**src/rtl/keypad_pkg.sv**
```systemverilog
// Shared types and key-code mapping for the matrix keypad scanner.
package keypad_pkg;

  typedef enum logic [1:0] {
    S_SCAN,
    S_DEBOUNCE,
    S_PRESSED,
    S_RELEASE
  } kp_state_e;

  localparam logic [3:0] KEY_STAR = 4'd10;
  localparam logic [3:0] KEY_HASH = 4'd11;

  // Row 4 is "* 0 #", so it does not follow the 3*r+c+1 pattern of the digit rows.
  function automatic logic [3:0] key_code_of(input logic [1:4] row, input logic [1:3] col);
    logic [3:0] r;
    logic [3:0] c;
    logic [3:0] code;
    r = row[1] ? 4'd0 : row[2] ? 4'd1 : row[3] ? 4'd2 : 4'd3;
    c = col[1] ? 4'd0 : col[2] ? 4'd1 : 4'd2;
    if (r == 4'd3) begin
      if (c == 4'd0)      code = KEY_STAR;
      else if (c == 4'd1) code = 4'd0;
      else                code = KEY_HASH;
    end else begin
      code = r * 4'd3 + c + 4'd1;
    end
    return code;
  endfunction

endpackage

```
**src/rtl/keypad_debounce_cnt.sv**
```systemverilog
// Saturating match counter shared by the press and release debounce phases.
module keypad_debounce_cnt #(
  parameter int W    = 3,
  parameter int TERM = 4
) (
  input  logic clk,
  input  logic reset,
  input  logic clr,
  input  logic en,
  output logic tc
);

  logic [W-1:0] cnt;

  assign tc = (cnt == W'(TERM - 1));

  always_ff @(posedge clk or negedge reset) begin
    if (!reset) begin
      cnt <= '0;
    end else if (clr) begin
      cnt <= '0;
    end else if (en && !tc) begin
      cnt <= cnt + 1'b1;
    end
  end

endmodule

```
**src/rtl/keypad_scanner.sv**
```systemverilog
// 4x3 keypad scanner: row rotation, single-key debounce, one-hot h/v output
// with a guaranteed all-zero gap between successive keys.
module keypad_scanner
  import keypad_pkg::*;
#(
  parameter int DWELL    = 2,
  parameter int DEBOUNCE = 4
) (
  input  logic       clk,
  input  logic       reset,
  input  logic [1:3] col_in,
  output logic [1:4] row_drv,
  output logic [1:3] h,
  output logic [1:4] v,
  output logic [3:0] key_code,
  output logic       key_strobe,
  output kp_state_e  state_dbg
);

  localparam int MAXP = (DWELL > DEBOUNCE) ? DWELL : DEBOUNCE;
  localparam int CW   = $clog2(MAXP) + 1;

  kp_state_e     state;
  logic [CW-1:0] dwell_cnt;
  logic [1:4]    cand_row;
  logic [1:3]    cand_col;
  logic [1:4]    next_row;
  logic          db_tc;
  logic          db_clr;
  logic          db_en;
  logic          col_match;
  logic          col_zero;
  logic          col_single;
  logic          dwell_done;

  assign state_dbg  = state;
  assign next_row   = {row_drv[4], row_drv[1:3]};
  assign col_match  = (col_in == cand_col);
  assign col_zero   = (col_in == 3'b000);
  assign col_single = (col_in == 3'b100) || (col_in == 3'b010) || (col_in == 3'b001);
  assign dwell_done = (dwell_cnt == CW'(DWELL - 1));

  // Counter is held clear outside the two debounce phases, so each phase starts from 0.
  always_comb begin
    db_clr = 1'b1;
    db_en  = 1'b0;
    case (state)
      S_DEBOUNCE: begin
        db_en  = col_match;
        db_clr = !col_match || db_tc;
      end
      S_RELEASE: begin
        db_en  = col_zero;
        db_clr = col_match || (col_zero && db_tc);
      end
      default: ;
    endcase
  end

  keypad_debounce_cnt #(
    .W    (CW),
    .TERM (DEBOUNCE)
  ) u_db (
    .clk   (clk),
    .reset (reset),
    .clr   (db_clr),
    .en    (db_en),
    .tc    (db_tc)
  );

  // key_strobe is a one-cycle valid with no ready; h/v are levels held for the press.
  always_ff @(posedge clk or negedge reset) begin
    if (!reset) begin
      state      <= S_SCAN;
      row_drv    <= 4'b1000;
      dwell_cnt  <= '0;
      cand_row   <= '0;
      cand_col   <= '0;
      h          <= '0;
      v          <= '0;
      key_code   <= '0;
      key_strobe <= 1'b0;
    end else begin
      key_strobe <= 1'b0;
      case (state)
        S_SCAN: begin
          if (!dwell_done) begin
            dwell_cnt <= dwell_cnt + 1'b1;
          end else begin
            dwell_cnt <= '0;
            if (col_single) begin
              cand_row <= row_drv;
              cand_col <= col_in;
              state    <= S_DEBOUNCE;
            end else begin
              row_drv <= next_row;
            end
          end
        end
        S_DEBOUNCE: begin
          if (!col_match) begin
            state   <= S_SCAN;
            row_drv <= next_row;
          end else if (db_tc) begin
            state      <= S_PRESSED;
            h          <= cand_col;
            v          <= cand_row;
            key_code   <= key_code_of(cand_row, cand_col);
            key_strobe <= 1'b1;
          end
        end
        S_PRESSED: begin
          if (!col_match) state <= S_RELEASE;
        end
        S_RELEASE: begin
          if (col_match) begin
            state <= S_PRESSED;
          end else if (col_zero && db_tc) begin
            h       <= '0;
            v       <= '0;
            state   <= S_SCAN;
            row_drv <= next_row;
          end
        end
        default: state <= S_SCAN;
      endcase
    end
  end

endmodule

```
**config.mk**
```make
export PLATFORM = sky130hd
export DESIGN_NAME = keypad_scanner
export DESIGN_NICKNAME = d
export VERILOG_FILES = /design/src/rtl/keypad_pkg.sv /design/src/rtl/keypad_debounce_cnt.sv /design/src/rtl/keypad_scanner.sv
export SDC_FILE = /design/constraint.sdc
export NUM_CORES = 1
export LEC_CHECK = 0
export CORE_MARGIN = 4
export CORE_UTILIZATION = 45
export DETAILED_ROUTE_END_ITERATION = 8
export GPL_TIMING_DRIVEN = 0
export MAX_ROUTING_LAYER = met4
export PLACE_DENSITY = 0.76
export SLEW_MARGIN = 20
export SYNTH_ARGS = -nofsm -noshare
export SYNTH_HDL_FRONTEND = slang
export SYNTH_SLANG_ARGS = --single-unit
```
**constraint.sdc**
```tcl
create_clock -name clk -period 5.2 [get_ports clk]
set_clock_uncertainty 0.05 [all_clocks]
set_input_delay 1.3 -clock clk [delete_from_list [all_inputs] [get_ports clk]]
set_output_delay 1.3 -clock clk [all_outputs]
set_load 0.01 [all_outputs]
```
==> results of run 1 <==
==> cells by family (layout without fill, tap and decap cells) <==
family | Yosys count | after routing | synth area share [%]
AND/OR/NAND/NOR | 43 | 43 | 13.8
flip-flops | 31 | 31 | 48.0
AO/OA/AOI/OAI | 27 | 27 | 11.1
buffers and inverters | 18 | 46 | 4.18
multiplexers | 17 | 17 | 11.6
XOR/XNOR | 10 | 10 | 5.41
adder cells (fa/ha/maj) | 7 | 7 | 5.88
==> worst max-delay path by stage <==
stage                 endpoint  depth (start not counted)  slack (ps)       from
CTS                 row_drv[2]                          5        1770  col_in[3]
detailed placement  row_drv[2]                          5        1420  col_in[3]
floorplan           row_drv[2]                          5        2150  col_in[2]
global placement    row_drv[4]                          5        1510  col_in[3]
finish              row_drv[2]                          5        1740  col_in[3]
global route        row_drv[3]                          5        1620  col_in[3]
==> sequential cells by signal (all words and copies together) (netlist names), named ones only <==
name,cells
key_code,4
cand_row,4
key_strobe,1
state_dbg,1
row_drv,4
v,4
u_db.cnt,3
cand_col,3
dwell_cnt,3
h,3
==> cells in the final DEF (no fill, tap or decap), drive strengths merged, types with 6 or more instances in the layout <==
| master | netlist | final |
|---|---|---|
| dfrtp | 30 | 30 |
| nand2 | 9 | 9 |
| ha | 6 | 6 |
| inv | 11 | 11 |
| nor2 | 12 | 12 |
| clkbuf | 7 | 14 |
| clkdlybuf4s50 | 0 | 19 |
| mux2 | 14 | 14 |
| o21ai | 10 | 10 |
==> cells in the mapped netlist (all sizes together), types with 2 or more instances <==
master  number
dfrtp       30
mux2        14
nor2        12
inv         11
o21ai       10
nand2        9
clkbuf       7
ha           6
xnor2        5
xor2         5
a211oi       3
a21oi        3
mux2i        3
nand3        3
nor3         3
nand2b       2
nand3b       2
o31ai        2
or3          2
==> worst register-to-register path, stage by stage (launching register included) <==
cell      delay [ps]
dfrtp_1          450
nor3_1           640
nor2_1           110
ha_1             350
ha_1             290
a21o_1           180
a211oi_1         240
nor2_1            60
mux2_2           260
==> per-layer routing <==
metal  part of all wire [%]  wire, um  vias to the layer above  track usage (%)
met5                      0         0                        -                -
met4                   0.98        30                        0             6.70
met3                    5.2       157                        3             5.75
met2                     47      1430                       31             23.5
met1                     47      1430                      587             20.9
li1                       -         -                      595                -
==> power groups by stage <==
stage               logic (mW)  registers, mW  clock network [mW]
CTS                      0.238          0.294               0.167
floorplan                0.181          0.294                   0
detailed placement       0.237          0.299                   0
global route             0.268          0.300               0.180
global placement         0.228          0.298                   0
finish                   0.239          0.294               0.161
==> metrics by stage <==
stage | instances | utilization [%] | setup slack (ps)
2_1_floorplan | 153 | - | 2150
3_3_place_gp | 219 | 54.9 | 1510
3_5_place_dp | 219 | 54.8 | 1420
4_1_cts | 227 | 56.9 | 1770
5_1_grt | 227 | 56.9 | 1620
6_report | 227 | 56.9 | 1740
==> area by class of cell <==
cell class / count / area share (%)
multi-input cells: 104 / 39.8
flip-flops and latches: 31 / 40.0
clock buffers: 7 / 3.35
clock inverters: 1 / 0.386
plain buffers: 7 / 1.35
repair buffers: 20 / 10.0
well taps: 46 / 2.96
inverters: 11 / 2.12
==> metrics.cfg, run 1 <==
[timing]
hold_ws_ps=450
slew_headroom_pct=46.3
period_share_pct=66.6
finalSetupViolations=0
grt_setup_unrepaired=no
number_of_hold_violations_in_the_final_report=0
period_minus_slack_ps=3460
drv_slew=0
finalSetupTns_ps=0
clock.fmax_mhz=289
worst_pin_slew_ps=799

[drt]
viasPerCell=5.36
first_iter_violations=50
remaining_antenna_violation_count_after_routing=0
detailedRoute.firstPassIterationCount=4
route.vias.total=1216
wire_per_inst_um=13.4
drc=0
route.final.wire_length_um=3050

[clock_network]
cts_root_buffer=clkbuf_4
cts-htree-levels=2
tritoncts_num_sinks=31
worst_setup_hold_path_clk_slew_ps=90
maximum_count_of_clock_buffers_along_a_single_path=2
cts.hold.buffers_added=0
postCtsSetupBuffers=0
cts_tree=yes
cts-buffers-inserted=5
clock_latency_ps=330
cts_resized=0

[critical_path]
worst_setup_path_start_kind=primary input
path_buf_inv=1
crit_path_top_delay_cell=nor3_1
r2r.worst_path.cells=8
path_class=primary input to flop
cpLargestDelayFamily=compound AO/OA/AOI/OAI gates
critical_path_peak_fanout=6
worst_r2r_startpoint=cand_row[1]
crit_required_ps=5370
crit-reg2reg-capture=key_code[3]
cp.arrival_ps=3640
ff2ff_setup_slack_ps=2480
critPathCaptureType=flop
critical_path.cell_chain=clkdlybuf4s50_1 -> nor3_1 -> a21boi_1 -> a222oi_1 -> mux2_2
worst_path_largest_cell_delay_ps=630

[floorplanning]
initial_utilization_pct=47.4
row_count=21
dieWidth_um=68.0
die_height_um=68.0
core_area_um2=3420
ioPinCount=23
fp.dieArea_um2=4620

[finish]
finish.net_count=192
fill_cells=304
drive_above_1_share_pct=14.4
multiInputGateArea_um2=773
antenna_cells=0
syn_to_final_growth_pct=20.1
post-route-cell-area_um2=1940
sequential_cell_area_um2=777

[synth]
synth.top_cells.by_area=dfrtp_1, mux2_2, ha_1, o21ai_0, nor2_1
synth_fp_nets=165
netlist.area_leader.share_pct=46.4
postSynth.topFlopCell=dfrtp_1
yosys_register_bits=31
post_synth_instance_area_um2=1620
yosys_warnings=0
synth-edff-count=0
asyncSetResetFlopFracSynth_pct=100
yosysSeqAreaShare_pct=48.0
post_synth_inst_count=153
synthDominantAreaCellType=dfrtp_1
mean_area_per_synthesized_cell_um2=10.6
yosys.cell_types.count=40

[outcome]
run_status=finished clean

[grt]
grt_max_degree=32
grt_util_all_layers_pct=16.3
grt_first_pass_wirelength_um=5380
grt_overflow=0
antenna_found_initial=0
via_count_of_the_first_global_routing_pass=1157

[power_and_ir_drop]
combPwrFrac_pct=34.4
seqPwrFrac_pct=42.4
total_power_mw=0.694
irDropWorstVdd_uv=180
p_leak_nw=0.862
power_density_nw_per_um2=357
switching_power_mw=0.240
power.share.clock_pct=23.2
cell_internal_pwr_mw=0.454
power.share.switching_pct=34.6

[hold_path]
whs_path_depth=1
worst_hold_startpoint=dwell_cnt[0]
hold-path-endpoint=dwell_cnt[0]
worst_hold_path_type=flop to flop

[placed_design]
gp_congestion=0.805
placed_area_um2=1870
port_buffers=20
detailedPlacementHpwl_um=2260

[job]
maxCapViolCount=0

No activity file was read; power rests on OpenSTA's default activity.
==> run 2, diff against run 1 <==
PLACE_DENSITY = 0.78   (was 0.76)
clock period = 2.8 ns   (was 5.2 ns; I/O delays follow)
==> metrics.cfg, run 2 (synthesized netlist as in run 1, its figures left out) <==
[job]
maxCapViolCount=0  ; unchanged

[clock_network]
cts_root_buffer=clkbuf_4  ; unchanged
cts-htree-levels=2  ; unchanged
maximum_count_of_clock_buffers_along_a_single_path=2  ; unchanged
cts.hold.buffers_added=0  ; unchanged
clock_latency_ps=330  ; about the same
cts_tree=yes  ; unchanged
tritoncts_num_sinks=31  ; unchanged
cts-buffers-inserted=5  ; unchanged
worst_setup_hold_path_clk_slew_ps=100  ; was 90 ps

[grt]
grt_max_degree=32  ; unchanged
via_count_of_the_first_global_routing_pass=1262  ; was 1157
antenna_found_initial=0  ; unchanged
grt_overflow=0  ; unchanged
grt_util_all_layers_pct=18.1  ; was 16.3%
grt_first_pass_wirelength_um=5890  ; was 5380 um

[finish]
layout.cells.most_common=dfrtp_1  ; unchanged
fill_cells=292  ; was 304
antenna_cells=0  ; unchanged
layout_common_cells=dfrtp_1, clkdlybuf4s50_1, mux2_2, nor2_1, inv_1  ; unchanged
syn_to_final_growth_pct=21.3  ; was 20.1%
finalCoreUtilization_pct=57.5  ; was 56.9%
drive_above_1_share_pct=15.9  ; was 14.4%
finish.net_count=193  ; was 192

[power_and_ir_drop]
cell_internal_pwr_mw=0.857  ; was 0.454 mW
combPwrFrac_pct=35.9  ; was 34.4%
seqPwrFrac_pct=41.6  ; was 42.4%
total_power_mw=1.32  ; was 0.694 mW
p_leak_nw=0.870  ; was 0.862 nW
power.share.clock_pct=22.5  ; was 23.2%
switching_power_mw=0.462  ; was 0.240 mW
irDropWorstVdd_uv=345  ; was 180 uV
power_density_nw_per_um2=672  ; was 357 nW/um^2
power.share.switching_pct=35.0  ; was 34.6%

[critical_path]
critical_path.cell_chain=clkdlybuf4s50_1 -> xor2_1 -> or4_1 -> a21oi_1 -> o21ai_0  ; was clkdlybuf4s50_1 -> nor3_1 -> a21boi_1 -> a222oi_1 -> mux2_2
path_buf_inv=1  ; unchanged
worstSetupStartpoint=col_in[3]  ; unchanged
ff2ff_setup_slack_ps=280  ; was 2480 ps
worst_setup_path_start_kind=primary input  ; unchanged
critical_path_peak_fanout=7  ; was 6
crit_required_ps=2940  ; was 5370 ps
crit-reg2reg-capture=key_code[3]  ; unchanged
worst_path_largest_cell_delay_ps=620  ; was 630 ps
worst_r2r_startpoint=cand_row[2]  ; was cand_row[1]
critPathCaptureType=flop  ; unchanged
r2r.worst_path.cells=8  ; unchanged
crit_path_top_delay_cell=clkdlybuf4s50_1  ; was nor3_1
path_class=primary input to flop  ; unchanged
cpLargestDelayFamily=compound AO/OA/AOI/OAI gates  ; unchanged
cp.arrival_ps=2770  ; was 3640 ps
instance_count_on_the_critical_path=5  ; unchanged
timing.critical_path.to=v[2]  ; was row_drv[2]

[timing]
drv_slew=0  ; unchanged
period_share_pct=93.9
period_minus_slack_ps=2630
grt_setup_unrepaired=no  ; unchanged
finalSetupTns_ps=0  ; unchanged
clock.fmax_mhz=380
worst_pin_slew_ps=678  ; was 799 ps
slew_headroom_pct=54.8  ; was 46.3%
finalSetupViolations=0  ; unchanged
number_of_hold_violations_in_the_final_report=0  ; unchanged

[drt]
detailedRoute.firstPassIterationCount=6  ; was 4
route.final.wire_length_um=3380  ; was 3050 um
first_iter_violations=38  ; was 50
route.layer.met1.wl_um=1470  ; was 1430 um
remaining_antenna_violation_count_after_routing=0  ; unchanged
route.vias.total=1240  ; was 1216
wire_per_inst_um=14.8  ; was 13.4 um
viasPerCell=5.44  ; was 5.36
drc=0  ; unchanged
route.top_layer_used=met4  ; unchanged
wl_met3_um=147  ; was 157 um
route.met2.wl_um=1690  ; was 1430 um

[placed_design]
gp_congestion=0.806  ; was 0.805
detailedPlacementHpwl_um=2440  ; was 2260 um
port_buffers=20  ; unchanged

[floorplanning]
die_height_um=68.0  ; unchanged
core_area_um2=3420  ; unchanged
initial_utilization_pct=47.4  ; unchanged
ioPinCount=23  ; unchanged
row_count=21  ; unchanged
fp.dieArea_um2=4620  ; unchanged
dieWidth_um=68.0  ; unchanged

[hold_path]
worst_hold_path_type=primary input to async pin  ; was flop to flop

[outcome]
run_status=finished clean  ; unchanged

[run 2: worst register-to-register path: cells and delay by family (launching register included)]
kind,cells,cell delay [ps]
AOI/OAI and AO/OA,2,450
DFF,1,460
muxes,1,260
and+or+nand+nor,3,570
adders and majority gates,2,610
[run 2: worst min path at each step]
stage | start | to | slack (ps) | cells past startpoint
after floorplan | reset | async pin | 350 | 0
after global placement | cand_row[4] | v[4] | 420 | 2
after detailed placement | dwell_cnt[0] | dwell_cnt[0] | 440 | 1
after CTS | reset | u_db.cnt[1] | 370 | 1
after global routing | reset | u_db.cnt[1] | 380 | 1
final | reset | state_dbg[0] | 340 | 1
[run 2: metrics by stage]
step / area, um^2 / instances / hold WS, ps / setup WS (ps)
2_1_floorplan: 1620 / 153 / 354 / 352
3_3_place_gp: 1880 / 219 / 421 / -317
3_5_place_dp: 1870 / 219 / 440 / -435
4_1_cts: 1940 / 227 / 365 / 23.4
5_1_grt: 1960 / 228 / 376 / 21.6
6_report: 1960 / 228 / 342 / 171
[run 2: layer usage]
layer  up-vias  GRT usage (%)
met5         -              -
met2        38           27.7
li1        595              -
met4         0           9.43
met1       599           21.3
met3         8           5.75
[run 2: final cells by class]
class,count,area (um^2),share of cell area (%)
inverter,11,41.3,2.10
clock buffer,8,68.8,3.51
tap,46,57.6,2.93
timing repair buffer,21,203,10.3
buffer,7,26.3,1.34
sequential,31,777,39.6
multi-input combinational,104,790,40.2
[run 2: power by group through the flow]
stage,Combinational [mW],Clock (mW),Sequential [mW]
global route,0.525,0.331,0.555
detailed placement,0.455,0,0.558
CTS,0.458,0.306,0.548
global placement,0.422,0,0.555
floorplan,0.337,0,0.547
finish,0.473,0.297,0.549
[run 2: repair_timing]
item,4_1_cts,5_1_grt
gates resized for setup,1,2
endpoints found under the setup margin,4,13
setup buffers,0,1
pin swaps,0,1
gates cloned,0,0
==> run 3, diff against run 2 <==
MAX_ROUTING_LAYER = not set   (was met4)
RECOVER_POWER = 25   (was not set)
==> metrics.cfg, run 3 (synthesized netlist as in run 1, its figures left out) <==
[drt]
detailedRoute.firstPassIterationCount=4  ; was 6
route.vias.total=1238  ; was 1240
wire_per_inst_um=14.7  ; was 14.8 um
viasPerCell=5.43  ; was 5.44
first_iter_violations=44  ; was 38
remaining_antenna_violation_count_after_routing=0  ; unchanged
route.final.wire_length_um=3360  ; was 3380 um
drc=0  ; unchanged

[placed_design]
port_buffers=20  ; unchanged
detailedPlacementHpwl_um=2440  ; unchanged
gp_congestion=0.795  ; was 0.806
placed_area_um2=1870  ; unchanged

[grt]
grt_overflow=0  ; unchanged
grt_max_degree=32  ; unchanged
antenna_found_initial=0  ; unchanged
via_count_of_the_first_global_routing_pass=1265  ; was 1262
grt_first_pass_wirelength_um=5860  ; was 5890 um
grt_util_all_layers_pct=17.6  ; was 18.1%

[timing]
clock.fmax_mhz=380  ; about the same
period_share_pct=94.1  ; was 93.9%
number_of_hold_violations_in_the_final_report=0  ; unchanged
period_minus_slack_ps=2630  ; about the same
hold_ws_ps=452  ; was 342 ps
worst_pin_slew_ps=1630  ; was 678 ps
slew_headroom_pct=-8.52  ; was 54.8%
grt_setup_unrepaired=no  ; unchanged
drv_slew=32  ; was 0
finalSetupTns_ps=0  ; unchanged
finalSetupViolations=0  ; unchanged

[finish]
layout.cells.most_common=dfrtp_1  ; unchanged
finish.net_count=193  ; unchanged
drive_above_1_share_pct=15.4  ; was 15.9%
layout_common_cells=dfrtp_1, clkdlybuf4s50_1, mux2_2, nor2_1, inv_1  ; unchanged
post-route-cell-area_um2=1960  ; about the same
antenna_cells=0  ; unchanged
syn_to_final_growth_pct=21.3  ; about the same
finalCoreUtilization_pct=57.4  ; was 57.5%

[clock_network]
cts-htree-levels=2  ; unchanged
cts_tree=yes  ; unchanged
tritoncts_num_sinks=31  ; unchanged
worst_setup_hold_path_clk_slew_ps=90  ; was 100 ps
clock_latency_ps=320  ; was 330 ps
cts_root_buffer=clkbuf_4  ; unchanged
cts-buffers-inserted=5  ; unchanged
maximum_count_of_clock_buffers_along_a_single_path=2  ; unchanged

[floorplanning]
ioPinCount=23  ; unchanged
core_area_um2=3420  ; unchanged
row_count=21  ; unchanged
dieWidth_um=68.0  ; unchanged
initial_utilization_pct=47.4  ; unchanged
fp.dieArea_um2=4620  ; unchanged
die_height_um=68.0  ; unchanged

[critical_path]
crit_path_top_delay_cell=clkdlybuf4s50_1  ; unchanged
critPathCaptureType=flop  ; unchanged
path_buf_inv=1  ; unchanged
worst_setup_path_start_kind=primary input  ; unchanged
worst_path_largest_cell_delay_ps=620  ; about the same
critical_path_peak_fanout=7  ; unchanged
ff2ff_setup_slack_ps=290  ; was 280 ps
cp.arrival_ps=2770  ; about the same
critical_path.cell_chain=clkdlybuf4s50_1 -> xor2_1 -> or4_1 -> a21oi_1 -> o21ai_0  ; unchanged
cpLargestDelayFamily=compound AO/OA/AOI/OAI gates  ; unchanged
path_class=primary input to flop  ; unchanged
crit_required_ps=2930  ; was 2940 ps

[hold_path]
worst_hold_path_type=flop to flop  ; was primary input to async pin

[power_and_ir_drop]
total_power_mw=1.31  ; was 1.32 mW
p_leak_nw=0.868  ; was 0.870 nW
irDropWorstVdd_uv=343  ; was 345 uV
power_density_nw_per_um2=670  ; was 672 nW/um^2

[outcome]
run_status=finished with violations  ; was finished clean
violations=capacitance limit, slew limit

[job]
maxCapViolCount=1  ; was 0

run 3: worst register-to-register path: stages (launching register included):
cell	delay [ps]
dfrtp_1	450
nor3_2	420
nor2_1	90
ha_1	330
ha_1	280
a21o_1	190
a211oi_1	260
nor2_1	60
mux2_2	260
run 3: timing repair:
action                                  4_1_cts  5_1_grt
endpoints found under the setup margin        4       13
pin swaps                                     0        1
hold buffers                                  0        0
cloned                                        0        0
buffers inserted                              0        1
resized for setup                             1        2
run 3: metal layers:
| metal | wire length [um] | vias to the layer above | global-route usage [%] | part of all wire [%] |
|---|---|---|---|---|
| met3 | 113 | 8 | 5.75 | 3.4 |
| met4 | 70 | 0 | 9.43 | 2.1 |
| met2 | 1670 | 26 | 27.7 | 50 |
| li1 | - | 594 | - | - |
| met1 | 1500 | 610 | 21.2 | 45 |
| met5 | 0 | - | 0 | 0 |
run 3: metrics by stage:
| stage | setup slack, ps | instances |
|---|---|---|
| final | 166 | 228 |
| after global routing | 21.6 | 228 |
| after CTS | 23.4 | 227 |
| after detailed placement | -435 | 219 |
| after global placement | -317 | 219 |
| after floorplan | 352 | 153 |
run 3: power by group:
part / switching, mW / internal, mW / leakage, nW
Combinational: 0.254 / 0.219 / 0.441
Clock: 0.145 / 0.148 / 0.0386
Sequential: 0.0584 / 0.490 / 0.388
Total: 0.457 / 0.857 / 0.868
run 3: area by class of cell:
| class | count | area (um^2) |
|---|---|---|
| fillers | 293 | 1450 |
| multi-input cells | 104 | 790 |
| flip-flops and latches | 31 | 777 |
| repair buffers | 21 | 201 |
| clock buffers | 8 | 68.8 |
| well taps | 46 | 57.6 |
| inverters | 11 | 41.3 |
| plain buffers | 7 | 26.3 |
run 3: worst paths after layout:
check | from | to | cells after the start
worst max-delay path | col_in[3] | v[2] | 5
worst min-delay path | dwell_cnt[0] | dwell_cnt[0] | 1
worst max register to register | cand_row[2] | key_code[3] | 8
worst min register to register | dwell_cnt[0] | dwell_cnt[0] | 1
max in group asynchronous | reset | key_code[1] | 1
min in group asynchronous | reset | state_dbg[0] | 1
